===== config.mk =====
export PLATFORM = sky130hd
export DESIGN_NAME = logic_vector_sequencer
export DESIGN_NICKNAME = d
export VERILOG_FILES = /design/src/rtl/logic_vector_sequencer.sv
export SDC_FILE = /design/constraint.sdc
export NUM_CORES = 1
export LEC_CHECK = 0
export CORE_ASPECT_RATIO = 1.4
export CORE_MARGIN = 3
export CORE_UTILIZATION = 43
export DETAILED_ROUTE_END_ITERATION = 7
export HOLD_SLACK_MARGIN = 0.1
export PLACE_DENSITY = 0.76
export SYNTH_ARGS = -nofsm -noshare
export SYNTH_HDL_FRONTEND = slang
export SYNTH_SLANG_ARGS = --single-unit

===== constraint.sdc =====
create_clock -name i_clk -period 2.2 [get_ports i_clk]
set_input_delay 0.44 -clock i_clk [delete_from_list [all_inputs] [get_ports i_clk]]
set_output_delay 0.44 -clock i_clk [all_outputs]
set_load 0.005 [all_outputs]

===== src/rtl/logic_vector_sequencer.sv =====
// logic_vector_sequencer
//
// Purpose: steps the {A,B,C} inputs of a 3-input/2-output combinational
// datapath through all eight combinations. Each vector is held for a
// programmable dwell time. Y1/Y2 are sampled at the end of each dwell and
// checked against expected truth tables. The block reports pass/fail, the
// error count and the first failing vector.
//
// Optional feature: define LOGIC_SEQ_GRAY_EN to sweep the vectors in Gray
// order (000,001,011,010,110,111,101,100) instead of binary order 000..111.
// Capture bits, comparisons and o_first_err are always indexed by the vector
// value, not by the step number.
//
// Ports:
//   i_clk        clock, rising edge
//   i_rst_n      asynchronous active-low reset
//   i_start      begin a sweep (accepted only in IDLE; wins over i_abort there)
//   i_abort      synchronous abort of a running sweep
//   i_dwell      cycles per vector, latched at start, 0 treated as 1
//   i_exp_y1/2   expected truth tables, bit i = expected output at {A,B,C}=i
//   o_abc        drives {A,B,C} of the datapath
//   i_y1/i_y2    datapath outputs
//   o_busy       high while vectors are being applied
//   o_done       one-cycle pulse at sweep completion
//   o_pass       last completed sweep had zero mismatches
//   o_err_cnt    mismatching vectors in the current/last sweep (0..8)
//   o_first_err  first mismatching vector value, valid when o_err_cnt != 0
//   o_cap_y1/2   captured truth tables, bit i = sampled output at {A,B,C}=i

module logic_vector_sequencer #(
  parameter int DWELL_W = 4
) (
  input  logic               i_clk,
  input  logic               i_rst_n,
  input  logic               i_start,
  input  logic               i_abort,
  input  logic [DWELL_W-1:0] i_dwell,
  input  logic [7:0]         i_exp_y1,
  input  logic [7:0]         i_exp_y2,
  output logic [2:0]         o_abc,
  input  logic               i_y1,
  input  logic               i_y2,
  output logic               o_busy,
  output logic               o_done,
  output logic               o_pass,
  output logic [3:0]         o_err_cnt,
  output logic [2:0]         o_first_err,
  output logic [7:0]         o_cap_y1,
  output logic [7:0]         o_cap_y2
);

  typedef enum logic [1:0] {
    IDLE  = 2'd0,
    APPLY = 2'd1,
    DONE  = 2'd2
  } state_t;

  state_t             r_state;
  state_t             w_next_state;
  logic [DWELL_W-1:0] r_dwell;
  logic [DWELL_W-1:0] r_cnt;
  logic [2:0]         r_step;
  logic [2:0]         r_abc;
  logic               r_pass;
  logic [3:0]         r_err_cnt;
  logic [2:0]         r_first_err;
  logic [7:0]         r_cap_y1;
  logic [7:0]         r_cap_y2;

  logic               w_accept;
  logic               w_sample;
  logic               w_count;
  logic               w_mismatch;
  logic [DWELL_W-1:0] w_dwell_eff;

  // Step number to vector value. Gray order makes only one input toggle
  // per step, which keeps glitches on the datapath inputs to a minimum.
  function automatic logic [2:0] step_to_abc(input logic [2:0] step);
`ifdef LOGIC_SEQ_GRAY_EN
    return step ^ (step >> 1);
`else
    return step;
`endif
  endfunction

  // A dwell of 0 would never let the down-counter expire cleanly, so it is
  // promoted to 1.
  assign w_dwell_eff = (i_dwell == '0) ? DWELL_W'(1) : i_dwell;

  // The expected tables are read live, indexed by the vector value.
  assign w_mismatch = (i_y1 != i_exp_y1[r_abc]) | (i_y2 != i_exp_y2[r_abc]);

  // State register.
  always_ff @(posedge i_clk or negedge i_rst_n) begin
    if (!i_rst_n) begin
      r_state <= IDLE;
    end else begin
      r_state <= w_next_state;
    end
  end

  // Next-state and control decode. Abort has priority over a sample that
  // falls on the same edge, so an aborted sweep never records that vector.
  always_comb begin
    w_next_state = r_state;
    o_busy       = 1'b0;
    o_done       = 1'b0;
    w_accept     = 1'b0;
    w_sample     = 1'b0;
    w_count      = 1'b0;
    case (r_state)
      IDLE: begin
        if (i_start) begin
          w_accept     = 1'b1;
          w_next_state = APPLY;
        end
      end
      APPLY: begin
        o_busy = 1'b1;
        if (i_abort) begin
          w_next_state = IDLE;
        end else if (r_cnt == '0) begin
          w_sample = 1'b1;
          if (r_step == 3'd7) begin
            w_next_state = DONE;
          end
        end else begin
          w_count = 1'b1;
        end
      end
      DONE: begin
        o_done       = 1'b1;
        w_next_state = IDLE;
      end
      default: begin
        w_next_state = IDLE;
      end
    endcase
  end

  // Sweep datapath: dwell counter, vector stepping, capture and scoring.
  // The pass flag is computed on the final sample edge with that sample's
  // mismatch folded in, so it is already valid while o_done is high.
  always_ff @(posedge i_clk or negedge i_rst_n) begin
    if (!i_rst_n) begin
      r_dwell     <= '0;
      r_cnt       <= '0;
      r_step      <= '0;
      r_abc       <= '0;
      r_pass      <= 1'b0;
      r_err_cnt   <= '0;
      r_first_err <= '0;
      r_cap_y1    <= '0;
      r_cap_y2    <= '0;
    end else if (w_accept) begin
      r_dwell     <= w_dwell_eff;
      r_cnt       <= w_dwell_eff - DWELL_W'(1);
      r_step      <= '0;
      r_abc       <= step_to_abc(3'd0);
      r_pass      <= 1'b0;
      r_err_cnt   <= '0;
      r_first_err <= '0;
      r_cap_y1    <= '0;
      r_cap_y2    <= '0;
    end else if (w_sample) begin
      r_cap_y1[r_abc] <= i_y1;
      r_cap_y2[r_abc] <= i_y2;
      if (w_mismatch) begin
        r_err_cnt <= r_err_cnt + 4'd1;
        if (r_err_cnt == 4'd0) begin
          r_first_err <= r_abc;
        end
      end
      if (r_step == 3'd7) begin
        r_pass <= (r_err_cnt == 4'd0) && !w_mismatch;
      end else begin
        r_step <= r_step + 3'd1;
        r_abc  <= step_to_abc(r_step + 3'd1);
        r_cnt  <= r_dwell - DWELL_W'(1);
      end
    end else if (w_count) begin
      r_cnt <= r_cnt - DWELL_W'(1);
    end
  end

  assign o_abc       = r_abc;
  assign o_pass      = r_pass;
  assign o_err_cnt   = r_err_cnt;
  assign o_first_err = r_first_err;
  assign o_cap_y1    = r_cap_y1;
  assign o_cap_y2    = r_cap_y2;

endmodule


=== Yosys cells after proc, flatten, opt, wreduce, memory -nomap -nowiden ===
Index checks and enable logic that the tools add are counted.

* Add/sub/neg operators: 5
* Magnitude comparators: 2
* Equal/unequal tests: 10
* Multiplexer cells: 45
* Bitwise logic cells: 1
* Reductions and logical operators: 18

{| class="wikitable"
|+ Operators with widths
! cell !! number
|-
| $mux 4 || 8
|-
| $mux 8 || 4
|-
| $mux 3 || 7
|-
| $bwmux 8 || 2
|-
| $mux 1 || 16
|-
| $logic_not 4->1 || 3
|-
| $sub 4x1->4 const B || 3
|-
| $ne 3x3->1 const B || 3
|-
| $mux 2 || 4
|-
| $reduce_and 2->1 || 4
|-
| $reduce_bool 2->1 || 4
|-
| $bmux 1 s3 || 2
|-
| $reduce_and 3->1 || 2
|-
| $add 4x1->4 const B || 1
|-
| $lt 3x4->1 const B || 1
|-
| $ne 2x2->1 const B || 2
|-
| $pmux 2 s2 || 1
|-
| $add 3x1->3 const B || 1
|-
| $demux 1 s3 || 1
|-
| $eq 3x3->1 const B || 1
|-
| $ge 3x1->1 const B || 1
|-
| $reduce_bool 3->1 || 1
|-
| $eq 2x1->1 const B || 1
|-
| $eq 2x2->1 const B || 1
|-
| other kinds (5) || 7
|}

* Bits in registers: 37
* Input bits: 26
* Output and inout bits: 29
* Logic and storage cells: 90

=== Longest topological paths before layout ===
Gate-level depths: netlist of the first run.

* Word-level depth: 9
* Mapped depth: 8
* Gate-level depth less buffers: 7

=== Worst setup path before layout of the first run ===
OpenSTA, ideal clock, no wires.

* Path type: register to register
* From: register r_abc[0] (netlist: o_abc[0])
* To: register r_err_cnt[0] (netlist: o_err_cnt[0])
* Library setup time: 0.125 ns
* Arrival: 2.022 ns
* Required time: 2.075 ns
* Setup slack: 0.053 ns
* Cell stages (with the launch flop): 9
* Buffers on the path: 2
* Clock period less this slack: 2.147 ns
* Cell sequence: dfrtp_1 buf_6 mux2i_1 nor2_1 or4_4 a211oi_2 buf_4 nor2_2 mux2_2

* Longest elaborated chain between the ends: 6

{| class="wikitable"
|+ Ends and longest elaborated chain
! item !! RTL line !! RTL
|-
| from (decl) || 63 || <nowiki>logic [2:0] r_abc;</nowiki>
|-
| from (signal assigned) || 159 || <nowiki>r_abc <= step_to_abc(3'd0);</nowiki>
|-
| from (signal assigned) || 178 || <nowiki>r_abc <= step_to_abc(r_step + 3'd1);</nowiki>
|-
| $bmux 1 s3 || 91 || <nowiki>assign w_mismatch = (i_y1 != i_exp_y1[r_abc]) | (i_y2 != i_exp_y2[r_abc]);</nowiki>
|-
| $mux 1 (not written as such) || 91 ||
|-
| $ne 1x1->1 || 91 ||
|-
| $or 1x1->1 * || 91 ||
|-
| $reduce_bool 2->1 (no line) * || n/a ||
|-
| $reduce_and 2->1 (no line) * || n/a ||
|-
| to (signal assigned) || 169 || <nowiki>r_err_cnt <= r_err_cnt + 4'd1;</nowiki>
|-
| to (decl) || 65 || <nowiki>logic [3:0] r_err_cnt;</nowiki>
|}

Every way passes the cells marked *; elsewhere a longest branch is shown, timed or not. The select of a mux whose other input is x is not followed.
A chain may end at the register's enable or synchronous reset.

=== Worst setup path after layout of the first run ===
Same ends and word-level chain as after synthesis.

==> metrics.csv, run 1 <==
stage,metric,value,unit
detailed_routing,DRC violations left,0,
clock_tree,insertion delay to the later sink of the worst-skew pair,0.28,ns
clock_tree,clock slew at the register clock pins of the worst setup and hold paths,0.07,ns
pwr,Lkg Pwr,1.28,nW
sta,Clock Skew,0.00361,ns
critical_path,kind of launch point of the worst setup path,flop,
critical_path,number of buffer and inverter stages on the critical path,2,
critical_path,critical path data arrival time,2.42,ns
pwr,power density normalized to cell area,580,mW/mm^2
critical_path,cells on worst reg2reg path,8,
place,cell area after placement,0.00275,mm^2
logic_synthesis,asr flop ratio synth,100,%
global_route,largest net degree at the start of global routing,38,
logic_synthesis,sequential fraction of the synthesis area,46.9,%
sta,setup repair after global routing missed its margin,yes,
die,ports placed on the boundary,55,
critical_path,endpoint type of the worst setup path,flop,
logic_synthesis,Cell variety after synth,40,
detailed_routing,Routed Antenna Nets,0,
critical_path,path length in cells of the critical path,8,
cells_and_area,antenna cell count,0,
logic_synthesis,Synth Net Count,233,
clock_tree,H-tree Lvls,2,
place,# port buffers,54,
pwr,Switching Fraction,28.1,%
logic_synthesis,"EDFF count, synth",0,
place,DP HPWL,3720,um
critical_path,worst r2r src,o_abc[0],
clock_tree,clock buffer depth,2,
pwr,sw power,0.468,mW
global_route,number of antenna violations at the first check in global routing,0,
pwr,sequential share of power,47.1,%
critical_path,"Worst Path Class, Setup",reg2reg,
critical_path,required time of the critical path,2.42,ns
critical_path,worst flop-to-flop path endpoint,o_err_cnt[0],
clock_tree,root buffer selected by CTS,sky130_fd_sc_hd__clkbuf_8,
pwr,proportion of power drawn by combinational gates,24.1,%
critical_path,beginning of the critical path,o_abc[0],
global_route,number of global-route vias before repair,1841,
detailed_routing,router iterations before antenna repair,4,
global_route,total routing usage reported by global routing,19.8,%
place,final estimated routing congestion in global placement,0.844,
detailed_routing,average vias per placed instance,5.22,
clock_tree,Clock Sink Count,37,
die,die height,86.2,um
clock_tree,number of hold buffers added after CTS,0,
cells_and_area,number of filler instances in the final layout,388,
die,placeable core area,0.00434,mm^2
cells_and_area,number of non-filler instances in the completed layout,340,
sta,Max Clock Freq,0.456,GHz
sta,final slew viol count,0,
sta,time the final worst path needs with I/O delays and setup,2.19,ns
detailed_routing,initial detailed-routing violation count,60,
cells_and_area,post-layout instance area,0.00288,mm^2
sta,Max-slew headroom,66.8,%
cells_and_area,final core occ,66.3,%
die,DIE AREA,0.00545,mm^2
detailed_routing,total routed wirelength,5000,um
run,max-cap violation count,0,
critical_path,register-to-register setup slack,0.009,ns
critical_path,sequence of cells on the critical path,buf_6 -> mux2i_1 -> nor2_1 -> or4_4 -> a211oi_4 -> buf_4 -> a21o_1 -> mux2_4,
logic_synthesis,number of synthesis warnings,0,
pwr,internal power component,1.20,mW
logic_synthesis,synthesized cell area,0.00197,mm^2
global_route,wire length of the first global-routing pass,8580,um
critical_path,Critical Path Fanout Max,6,
sta,number of setup violations in the final report,0,
global_route,remaining global-route overflow,0,
sta,count of endpoints failing hold in the final timing report,0,
detailed_routing,average detailed-routed wire length per instance,14.7,um
sta,Worst Tran Pin Value,0.496,ns
pwr,Clock power frac,28.8,%
sta,post-route clock period utilization,99.6,%
logic_synthesis,syn avg cell area,9.77,um^2
cells_and_area,share of cells above drive strength 1,17.1,%
die,Die Width,63.3,um
die,effective utilization at floorplan,45.4,%
clock_tree,total clock buffers created by CTS,5,
sta,Hold Slack,0.491,ns
logic_synthesis,"flops & latches, synth",37,
logic_synthesis,most instantiated flip-flop cell in the synthesis netlist,sky130_fd_sc_hd__dfrtp_1,
cells_and_area,nets@finish,311,
cells_and_area,area delta synth->final,45.9,%
critical_path,cell at the slowest stage of the critical path,sky130_fd_sc_hd__or4_4,
sta,minimum setup slack in the final design,0.00870,ns
critical_path,worst setup path endpoint,o_err_cnt[0],
critical_path,critical path's largest stage delay,0.54,ns
place,"worst slack, placed",-0.372,ns
place,cell total after placement,332,
pwr,Worst VDD drop,0.489,mV
clock_tree,clock tree from TritonCTS,built,
critical_path,cell type group with the largest total delay on the critical path,simple AND/OR/NAND/NOR gates,
detailed_routing,routed via count,1775,
die,standard-cell rows,28,
logic_synthesis,Mapped Cells,202,
hold_path,type of the tightest min-delay check,reg2reg,
status,result of the run,"complete, no violations",
stage by stage:
step	TNS, ns	power (mW)
final	0	1.67
after global routing	-0.523	1.76
after CTS	0	1.68
after detailed placement	-2.36	1.19
after global placement	-1.73	1.18
after floorplan	0	1.00
sequential cells by signal, summed over array words and instances (netlist names):
register / cells
o_cap_y1: 8
o_cap_y2: 8
o_err_cnt: 4
r_cnt: 4
r_dwell: 4
o_abc: 3
o_first_err: 3
r_state: 2
o_pass: 1
synthesized netlist by cell type, drive strengths merged, types with 2 or more instances:
master | count | share of area [%]
nand4b | 2 | 0.89
or4 | 3 | 1.3
nor2 | 33 | 6.4
o21ai | 7 | 1.8
nor3 | 7 | 1.8
xnor2 | 4 | 2.2
dfrtp | 37 | 47
nor3b | 2 | 0.76
mux2i | 24 | 12
nand2 | 22 | 4.2
nand2b | 2 | 0.63
buf | 6 | 2.3
nor4 | 2 | 0.95
a21oi | 10 | 2.5
a31oi | 2 | 0.63
inv | 4 | 0.76
nand3 | 4 | 1.0
o31ai | 5 | 1.9
ha | 5 | 3.2
nor2b | 2 | 0.63
clkbuf | 7 | 1.3
layer usage:
layer  track usage [%]  part of all wire (%)  routed length, um  vias to the layer above
met5                 0                     0                  0                        -
li1                  -                     -                  -                      855
met4              6.68                   1.1                 55                        0
met2              35.4                    54               2690                       48
met1              23.4                    40               2010                      866
met3              4.41                   4.8                242                        6
cell families (layout without fill, tap and decap cells):
family	count (synthesis)	after routing	synth area share [%]
buf+inv	17	95	4.37
mux	26	26	13.9
compound gates	30	30	9.44
fa+ha+maj	5	5	3.17
flops	37	37	46.9
simple gates	83	83	20.1
xor+xnor	4	4	2.16
cells in the final DEF, fill, tap and decap left out, drive strengths merged, types with 2 or more instances in the layout:
cell | Yosys | routed
nor3 | 7 | 7
mux2i | 24 | 24
dfrtp | 37 | 37
o31ai | 5 | 5
a31oi | 2 | 2
or4 | 3 | 3
nand2 | 22 | 22
nand3 | 4 | 4
nor3b | 2 | 2
buf | 6 | 30
clkbuf | 7 | 7
o21ai | 7 | 7
nor4 | 2 | 2
clkdlybuf4s50 | 0 | 54
nand2b | 2 | 2
inv | 4 | 4
a21oi | 10 | 10
ha | 5 | 5
nand4b | 2 | 2
nor2b | 2 | 2
nor2 | 33 | 33
xnor2 | 4 | 4
how the worst min path moves through the flow:
stage | slack [ns] | cells after the start | startpoint | endpoint
4_1_cts | 0.49 | 2 | r_dwell[1] | r_dwell[1]
3_3_place_gp | 0.46 | 2 | r_dwell[3] | r_dwell[3]
6_report | 0.49 | 2 | r_dwell[2] | r_dwell[2]
2_1_floorplan | 0.14 | 0 | i_rst_n | o_abc[0]
3_5_place_dp | 0.47 | 2 | r_dwell[1] | r_dwell[1]
5_1_grt | 0.54 | 2 | r_dwell[1] | r_dwell[1]
power groups by stage:
stage	clock, mW	sequential, mW	combinational (mW)
after floorplan	0	0.787	0.214
after global placement	0	0.799	0.381
after detailed placement	0	0.800	0.394
after CTS	0.493	0.787	0.404
after global routing	0.518	0.794	0.448
final	0.480	0.786	0.403
layout make-up:
class / instances / area, um^2 / area share (%)
Tap cell: 60 / 75.1 / 2.61
Multi-Input combinational cell: 148 / 992 / 34.4
Clock buffer: 7 / 86.3 / 3.00
Timing Repair Buffer: 84 / 786 / 27.3
Sequential cell: 37 / 926 / 32.1
Inverter: 4 / 15.0 / 0.521
tightest hold or removal path, delay by kind of cell (launching register included):
| kind | cells | cell delay [ns] |
|---|---|---|
| flip-flops | 1 | 0.35 |
| AND/OR/NAND/NOR | 2 | 0.11 |
what timing repair did:
item                                    CTS  global route
resized for setup                         6             4
pin swaps                                 4             4
buffers inserted                          1             1
endpoints found under the setup margin    6            10
hold endpoints to repair                  0             0
No activity file was read; power rests on OpenSTA's default activity.
==> inputs of run 2 (changes only) <==
--- a/config.mk
+++ b/config.mk
@@ -11,6 +11,9 @@
 export DETAILED_ROUTE_END_ITERATION = 7
 export HOLD_SLACK_MARGIN = 0.1
 export PLACE_DENSITY = 0.76
+export RECOVER_POWER = 25
+export REMOVE_ABC_BUFFERS = 1
+export SLEW_MARGIN = 20
 export SYNTH_ARGS = -nofsm -noshare
 export SYNTH_HDL_FRONTEND = slang
 export SYNTH_SLANG_ARGS = --single-unit
==> metrics.csv, run 2 (synthesized netlist as in run 1, its figures left out) <==
stage,metric,value,unit,change
status,result of the run,"complete, no violations",,
die,die height,86.2,um,unchanged
detailed_routing,DRC violations left,0,,unchanged
place,DP HPWL,3630,um,-2.6%
global_route,met3 usage in global routing,3.76,%,-0.65 points
clock_tree,total clock buffers created by CTS,5,,unchanged
clock_tree,root buffer selected by CTS,sky130_fd_sc_hd__clkbuf_8,,
cells_and_area,share of cells above drive strength 1,17.8,%,+0.61 points
clock_tree,insertion delay to the later sink of the worst-skew pair,0.28,ns,about the same
pwr,Worst VDD drop,0.430,mV,-12%
place,# port buffers,54,,unchanged
pwr,Lkg Pwr,1.29,nW,+0.49%
cells_and_area,area delta synth->final,45.8,%,about the same
clock_tree,H-tree Lvls,2,,unchanged
critical_path,worst flop-to-flop path endpoint,o_err_cnt[2],,
detailed_routing,average vias per placed instance,5.27,,+0.96%
clock_tree,clock slew at the register clock pins of the worst setup and hold paths,0.07,ns,about the same
sta,Max-slew headroom,40.8,%,-26 points
global_route,number of antenna violations at the first check in global routing,0,,unchanged
cells_and_area,most frequent standard cell in the layout excluding fill and tap cells,sky130_fd_sc_hd__clkdlybuf4s50_1,,
cells_and_area,antenna cell count,0,,unchanged
detailed_routing,routed via count,1771,,-0.23%
global_route,wire length of the first global-routing pass,8290,um,-3.4%
detailed_routing,total routed wirelength,4910,um,-1.8%
global_route,total routing usage reported by global routing,19.1,%,-0.62 points
sta,final slew viol count,0,,unchanged
critical_path,beginning of the critical path,i_exp_y2[2],,
critical_path,cells on worst reg2reg path,7,,-1
global_route,number of global-route vias before repair,1792,,-2.7%
die,ports placed on the boundary,55,,unchanged
clock_tree,clock buffer depth,2,,unchanged
global_route,global-route met1 utilization,21.7,%,-1.7 points
sta,Worst Tran Pin Value,0.888,ns,+0.392 ns
die,placeable core area,0.00434,mm^2,unchanged
sta,time the final worst path needs with I/O delays and setup,2.19,ns,-0.00558 ns
hold_path,cell depth of the worst hold path,2,,unchanged
detailed_routing,average detailed-routed wire length per instance,14.6,um,-0.65%
critical_path,required time of the critical path,2.37,ns,-0.05 ns
detailed_routing,router iterations before antenna repair,5,,+1
die,Die Width,63.3,um,unchanged
global_route,peak-usage layer in the global routing report,met2,,
die,standard-cell rows,28,,unchanged
sta,post-route clock period utilization,99.4,%,-0.25 points
pwr,power density normalized to cell area,578,mW/mm^2,-0.21%
sta,setup repair after global routing missed its margin,yes,,
critical_path,endpoint type of the worst setup path,flop,,
critical_path,register-to-register setup slack,0.02,ns,about the same
critical_path,critical path data arrival time,2.36,ns,-0.06 ns
global_route,remaining global-route overflow,0,,unchanged
run,max-cap violation count,0,,unchanged
critical_path,Critical Path Fanout Max,6,,unchanged
critical_path,"Worst Path Class, Setup",in2reg,,
sta,Clock Skew,0.00337,ns,-0.000241 ns
cells_and_area,highest-count cells in the layout ignoring fill and taps,"sky130_fd_sc_hd__clkdlybuf4s50_1 (49), sky130_fd_sc_hd__dfrtp_1 (37), sky130_fd_sc_hd__nor2_1 (31)",,
sta,Max Clock Freq,0.458,GHz,+0.26%
critical_path,kind of launch point of the worst setup path,primary input,,
place,final estimated routing congestion in global placement,0.823,,-2.5%
global_route,largest net degree at the start of global routing,38,,unchanged
sta,number of setup violations in the final report,0,,unchanged
clock_tree,clock tree from TritonCTS,built,,
detailed_routing,initial detailed-routing violation count,71,,+18%
hold_path,type of the tightest min-delay check,reg2reg,,
clock_tree,number of hold buffers added after CTS,0,,unchanged
critical_path,worst r2r src,o_abc[0],,
die,effective utilization at floorplan,45.4,%,unchanged
sta,count of endpoints failing hold in the final timing report,0,,unchanged
hold_path,end point of the worst hold path,r_dwell[2],,
cells_and_area,nets@finish,307,,-1.3%
pwr,total power,1.66,mW,-0.29%
hold_path,worst hold start,r_dwell[2],,
clock_tree,Clock Sink Count,37,,unchanged
detailed_routing,Routed Antenna Nets,0,,unchanged
global_route,fraction of met2 tracks used by global routing,35.3,%,-0.096 points
die,DIE AREA,0.00545,mm^2,unchanged
sta,Hold Slack,0.480,ns,-0.0114 ns
cells_and_area,final core occ,66.2,%,about the same
[run 2: cell types whose count changed in the layout (fill, tap and decap cells not counted), sizes merged]
cell           previous run  this run
dlygate4sd3               0         1
dlymetal6s2s              0         3
a211oi                    1         2
dlygate4sd2               0         1
buf                      30        24
clkdlybuf4s50            54        49
clkbuf                    7         8
[run 2: per-stage QoR]
step	worst slack (ns)	setup TNS (ns)	instance area [um^2]	cells
CTS	-0.0395	-0.0511	2810	335
global placement	-0.335	-2.10	2710	328
finish	0.0143	0	2880	336
detailed placement	-0.396	-2.71	2710	328
global route	-0.0447	-0.116	2880	336
floorplan	-1.06	-15.78	1900	189
[run 2: final cells by class]
cell class,instances,area (um^2)
inverter,4,15.0
tap,60,75.1
fill,380,1470
timing repair buffer,79,736
sequential,37,926
clock buffer,7,86.3
multi-input combinational,149,1040
[run 2: worst max-delay path by stage]
stage	end	slack [ns]	depth (start not counted)
after floorplan	o_err_cnt[3]	-1.06	4
after global placement	o_err_cnt[3]	-0.34	8
after detailed placement	o_err_cnt[3]	-0.40	8
after CTS	o_err_cnt[0]	-0.04	7
after global routing	o_err_cnt[3]	-0.04	7
final	o_err_cnt[0]	0.01	7
[run 2: report_power, final]
| group | internal [mW] | switching, mW | total (mW) | leakage [nW] |
|---|---|---|---|---|
| Clock | 0.248 | 0.220 | 0.468 | 0.0443 |
| Sequential | 0.740 | 0.0548 | 0.795 | 0.494 |
| Combinational | 0.207 | 0.195 | 0.402 | 0.750 |
[run 2: critical path: stages]
cell,delay (ns)
sky130_fd_sc_hd__clkdlybuf4s50_1,0.44
sky130_fd_sc_hd__mux2i_4,0.16
sky130_fd_sc_hd__nor2_2,0.06
sky130_fd_sc_hd__or4_4,0.55
sky130_fd_sc_hd__a211oi_4,0.38
sky130_fd_sc_hd__nor2_2,0.07
sky130_fd_sc_hd__mux2_2,0.26
[run 2: timing repair]
action / CTS / global route
gates resized for setup: 4 / 12
endpoints found under the hold margin: 0 / 0
pin swaps: 2 / 4
gates cloned: 0 / 1
buffers inserted: 1 / 0
setup endpoints to repair: 2 / 11
[run 2: metal layers]
metal  part of all wire [%]  up-vias
met3                    3.9        8
met5                      0        -
li1                       -      856
met2                     55       35
met4                    1.4        0
met1                     40      872
==> inputs of run 3 (changes only) <==
--- a/config.mk
+++ b/config.mk
@@ -13,6 +13,7 @@
 export PLACE_DENSITY = 0.76
 export RECOVER_POWER = 25
 export REMOVE_ABC_BUFFERS = 1
+export SKIP_CTS_REPAIR_TIMING = 1
 export SLEW_MARGIN = 20
 export SYNTH_ARGS = -nofsm -noshare
 export SYNTH_HDL_FRONTEND = slang
==> metrics.csv, run 3 (synthesized netlist as in run 1, its figures left out) <==
stage,metric,value,unit,change
clock_tree,total clock buffers created by CTS,5,,unchanged
sta,Setup TNS,-0.193,ns,-0.193 ns
sta,Worst Tran Pin Value,0.898,ns,+0.00944 ns
place,# port buffers,54,,unchanged
critical_path,Critical Path Fanout Max,6,,unchanged
critical_path,number of buffer and inverter stages on the critical path,3,,+2
hold_path,cell depth of the worst hold path,2,,unchanged
place,cell total after placement,328,,unchanged
clock_tree,root buffer selected by CTS,sky130_fd_sc_hd__clkbuf_8,,
pwr,power density normalized to cell area,578,mW/mm^2,about the same
sta,minimum setup slack in the final design,-0.101,ns,-0.115 ns
sta,number of setup violations in the final report,4,,+4
place,cell area after placement,0.00271,mm^2,unchanged
die,DIE AREA,0.00545,mm^2,unchanged
global_route,number of global-route vias before repair,1773,,-1.1%
cells_and_area,area delta synth->final,46.5,%,
cells_and_area,highest-count cells in the layout ignoring fill and taps,"sky130_fd_sc_hd__clkdlybuf4s50_1 (49), sky130_fd_sc_hd__dfrtp_1 (37), sky130_fd_sc_hd__nor2_1 (32)",,
cells_and_area,final core occ,66.6,%,+0.35 points
critical_path,required time of the critical path,2.37,ns,about the same
critical_path,cells on worst reg2reg path,9,,+2
cells_and_area,nets@finish,310,,+0.98%
critical_path,critical path data arrival time,2.47,ns,+0.11 ns
detailed_routing,router iterations before antenna repair,4,,-1
global_route,remaining global-route overflow,0,,unchanged
cells_and_area,number of filler instances in the final layout,373,,-1.8%
critical_path,cell type group with the largest total delay on the critical path,multiplexers,,
critical_path,kind of launch point of the worst setup path,flop,,
sta,final slew viol count,0,,unchanged
clock_tree,clock tree from TritonCTS,built,,
sta,Max Clock Freq,0.435,GHz,-5.0%
pwr,Worst VDD drop,0.439,mV,+1.9%
global_route,total routing usage reported by global routing,19.0,%,-0.14 points
detailed_routing,total routed wirelength,4970,um,+1.3%
detailed_routing,average vias per placed instance,5.17,,-1.8%
sta,count of endpoints failing hold in the final timing report,0,,unchanged
critical_path,critical path's largest stage delay,0.51,ns,-0.04 ns
critical_path,sequence of cells on the critical path,buf_6 -> mux2i_2 -> mux4_2 -> xnor2_2 -> a211oi_4 -> buf_6 -> buf_6 -> a21o_1 -> mux2_4,,
clock_tree,clock slew at the register clock pins of the worst setup and hold paths,0.07,ns,about the same
sta,setup repair after global routing missed its margin,yes,,
die,Die Width,63.3,um,unchanged
global_route,largest net degree at the start of global routing,38,,unchanged
clock_tree,Clock Sink Count,37,,unchanged
sta,post-route clock period utilization,105,%,+5.2 points
die,effective utilization at floorplan,45.4,%,unchanged
sta,Clock Skew,0.00261,ns,-0.000761 ns
clock_tree,H-tree Lvls,2,,unchanged
global_route,wire length of the first global-routing pass,8230,um,-0.66%
run,max-cap violation count,0,,unchanged
cells_and_area,post-layout instance area,0.00289,mm^2,+0.52%
critical_path,cell at the slowest stage of the critical path,sky130_fd_sc_hd__mux4_2,,
die,die height,86.2,um,unchanged
pwr,Lkg Pwr,1.32,nW,+2.4%
hold_path,type of the tightest min-delay check,reg2reg,,
detailed_routing,routed via count,1754,,-0.96%
critical_path,path length in cells of the critical path,9,,+2
cells_and_area,share of cells above drive strength 1,17.9,%,+0.17 points
detailed_routing,initial detailed-routing violation count,77,,+8.5%
global_route,number of antenna violations at the first check in global routing,0,,unchanged
detailed_routing,DRC violations left,0,,unchanged
detailed_routing,average detailed-routed wire length per instance,14.7,um,+0.43%
cells_and_area,most frequent standard cell in the layout excluding fill and tap cells,sky130_fd_sc_hd__clkdlybuf4s50_1,,
clock_tree,insertion delay to the later sink of the worst-skew pair,0.28,ns,about the same
cells_and_area,number of non-filler instances in the completed layout,339,,+0.89%
critical_path,register-to-register setup slack,-0.10,ns,-0.12 ns
pwr,total power,1.67,mW,+0.45%
cells_and_area,footprint of the multi-input gates,0.00100,mm^2,-3.6%
die,ports placed on the boundary,55,,unchanged
critical_path,"Worst Path Class, Setup",reg2reg,,
sta,time the final worst path needs with I/O delays and setup,2.30,ns,+0.115 ns
place,DP HPWL,3630,um,unchanged
critical_path,endpoint type of the worst setup path,flop,,
cells_and_area,antenna cell count,0,,unchanged
status,result of the run,finished with violations,,
die,placeable core area,0.00434,mm^2,unchanged
critical_path,CP most frequent cell,sky130_fd_sc_hd__buf_6,,
status,violated checks,setup timing,,
detailed_routing,Routed Antenna Nets,0,,unchanged
sta,Max-slew headroom,40.1,%,-0.63 points
die,standard-cell rows,28,,unchanged
cells_and_area,register cell area after layout,926,um^2,unchanged
clock_tree,clock buffer depth,2,,unchanged
place,final estimated routing congestion in global placement,0.823,,unchanged
-- run 3: final timing paths --
check / end / from
max reg2reg: o_err_cnt[0] / o_abc[0]
min reg2reg: r_dwell[2] / r_dwell[2]
max: o_err_cnt[0] / o_abc[0]
max in group asynchronous: r_cnt[0] / i_rst_n
min: r_dwell[2] / r_dwell[2]
min in group asynchronous: o_cap_y2[6] / i_rst_n
-- run 3: worst register-to-register path: stages (launching register included) --
cell	delay, ns
sky130_fd_sc_hd__dfrtp_1	0.41
sky130_fd_sc_hd__buf_6	0.15
sky130_fd_sc_hd__mux2i_2	0.16
sky130_fd_sc_hd__mux4_2	0.51
sky130_fd_sc_hd__xnor2_2	0.22
sky130_fd_sc_hd__a211oi_4	0.06
sky130_fd_sc_hd__buf_6	0.16
sky130_fd_sc_hd__buf_6	0.11
sky130_fd_sc_hd__a21o_1	0.16
sky130_fd_sc_hd__mux2_4	0.25
-- run 3: final cells by class --
cell class,instances,area share (%)
Multi-Input combinational cell,148,34.6
Sequential cell,37,32.0
Timing Repair Buffer,83,27.2
Clock buffer,7,2.98
Tap cell,60,2.60
Inverter,4,0.519
-- run 3: power breakdown --
part / switching (mW) / internal [mW]
combinational: 0.194 / 0.217
sequential: 0.0552 / 0.740
clock: 0.218 / 0.248
total: 0.467 / 1.21
-- run 3: metrics by stage --
step / hold WS [ns] / setup slack, ns
2_1_floorplan: 0.144 / -1.06
3_3_place_gp: 0.460 / -0.335
3_5_place_dp: 0.468 / -0.396
4_1_cts: 0.486 / -0.0979
5_1_grt: 0.504 / -0.149
6_report: 0.477 / -0.101
-- run 3: layer usage --
layer | wire length [um] | track usage (%)
met4 | 55 | 6.48
met5 | 0 | 0
met3 | 189 | 3.63
met1 | 1960 | 22.1
met2 | 2770 | 34.9
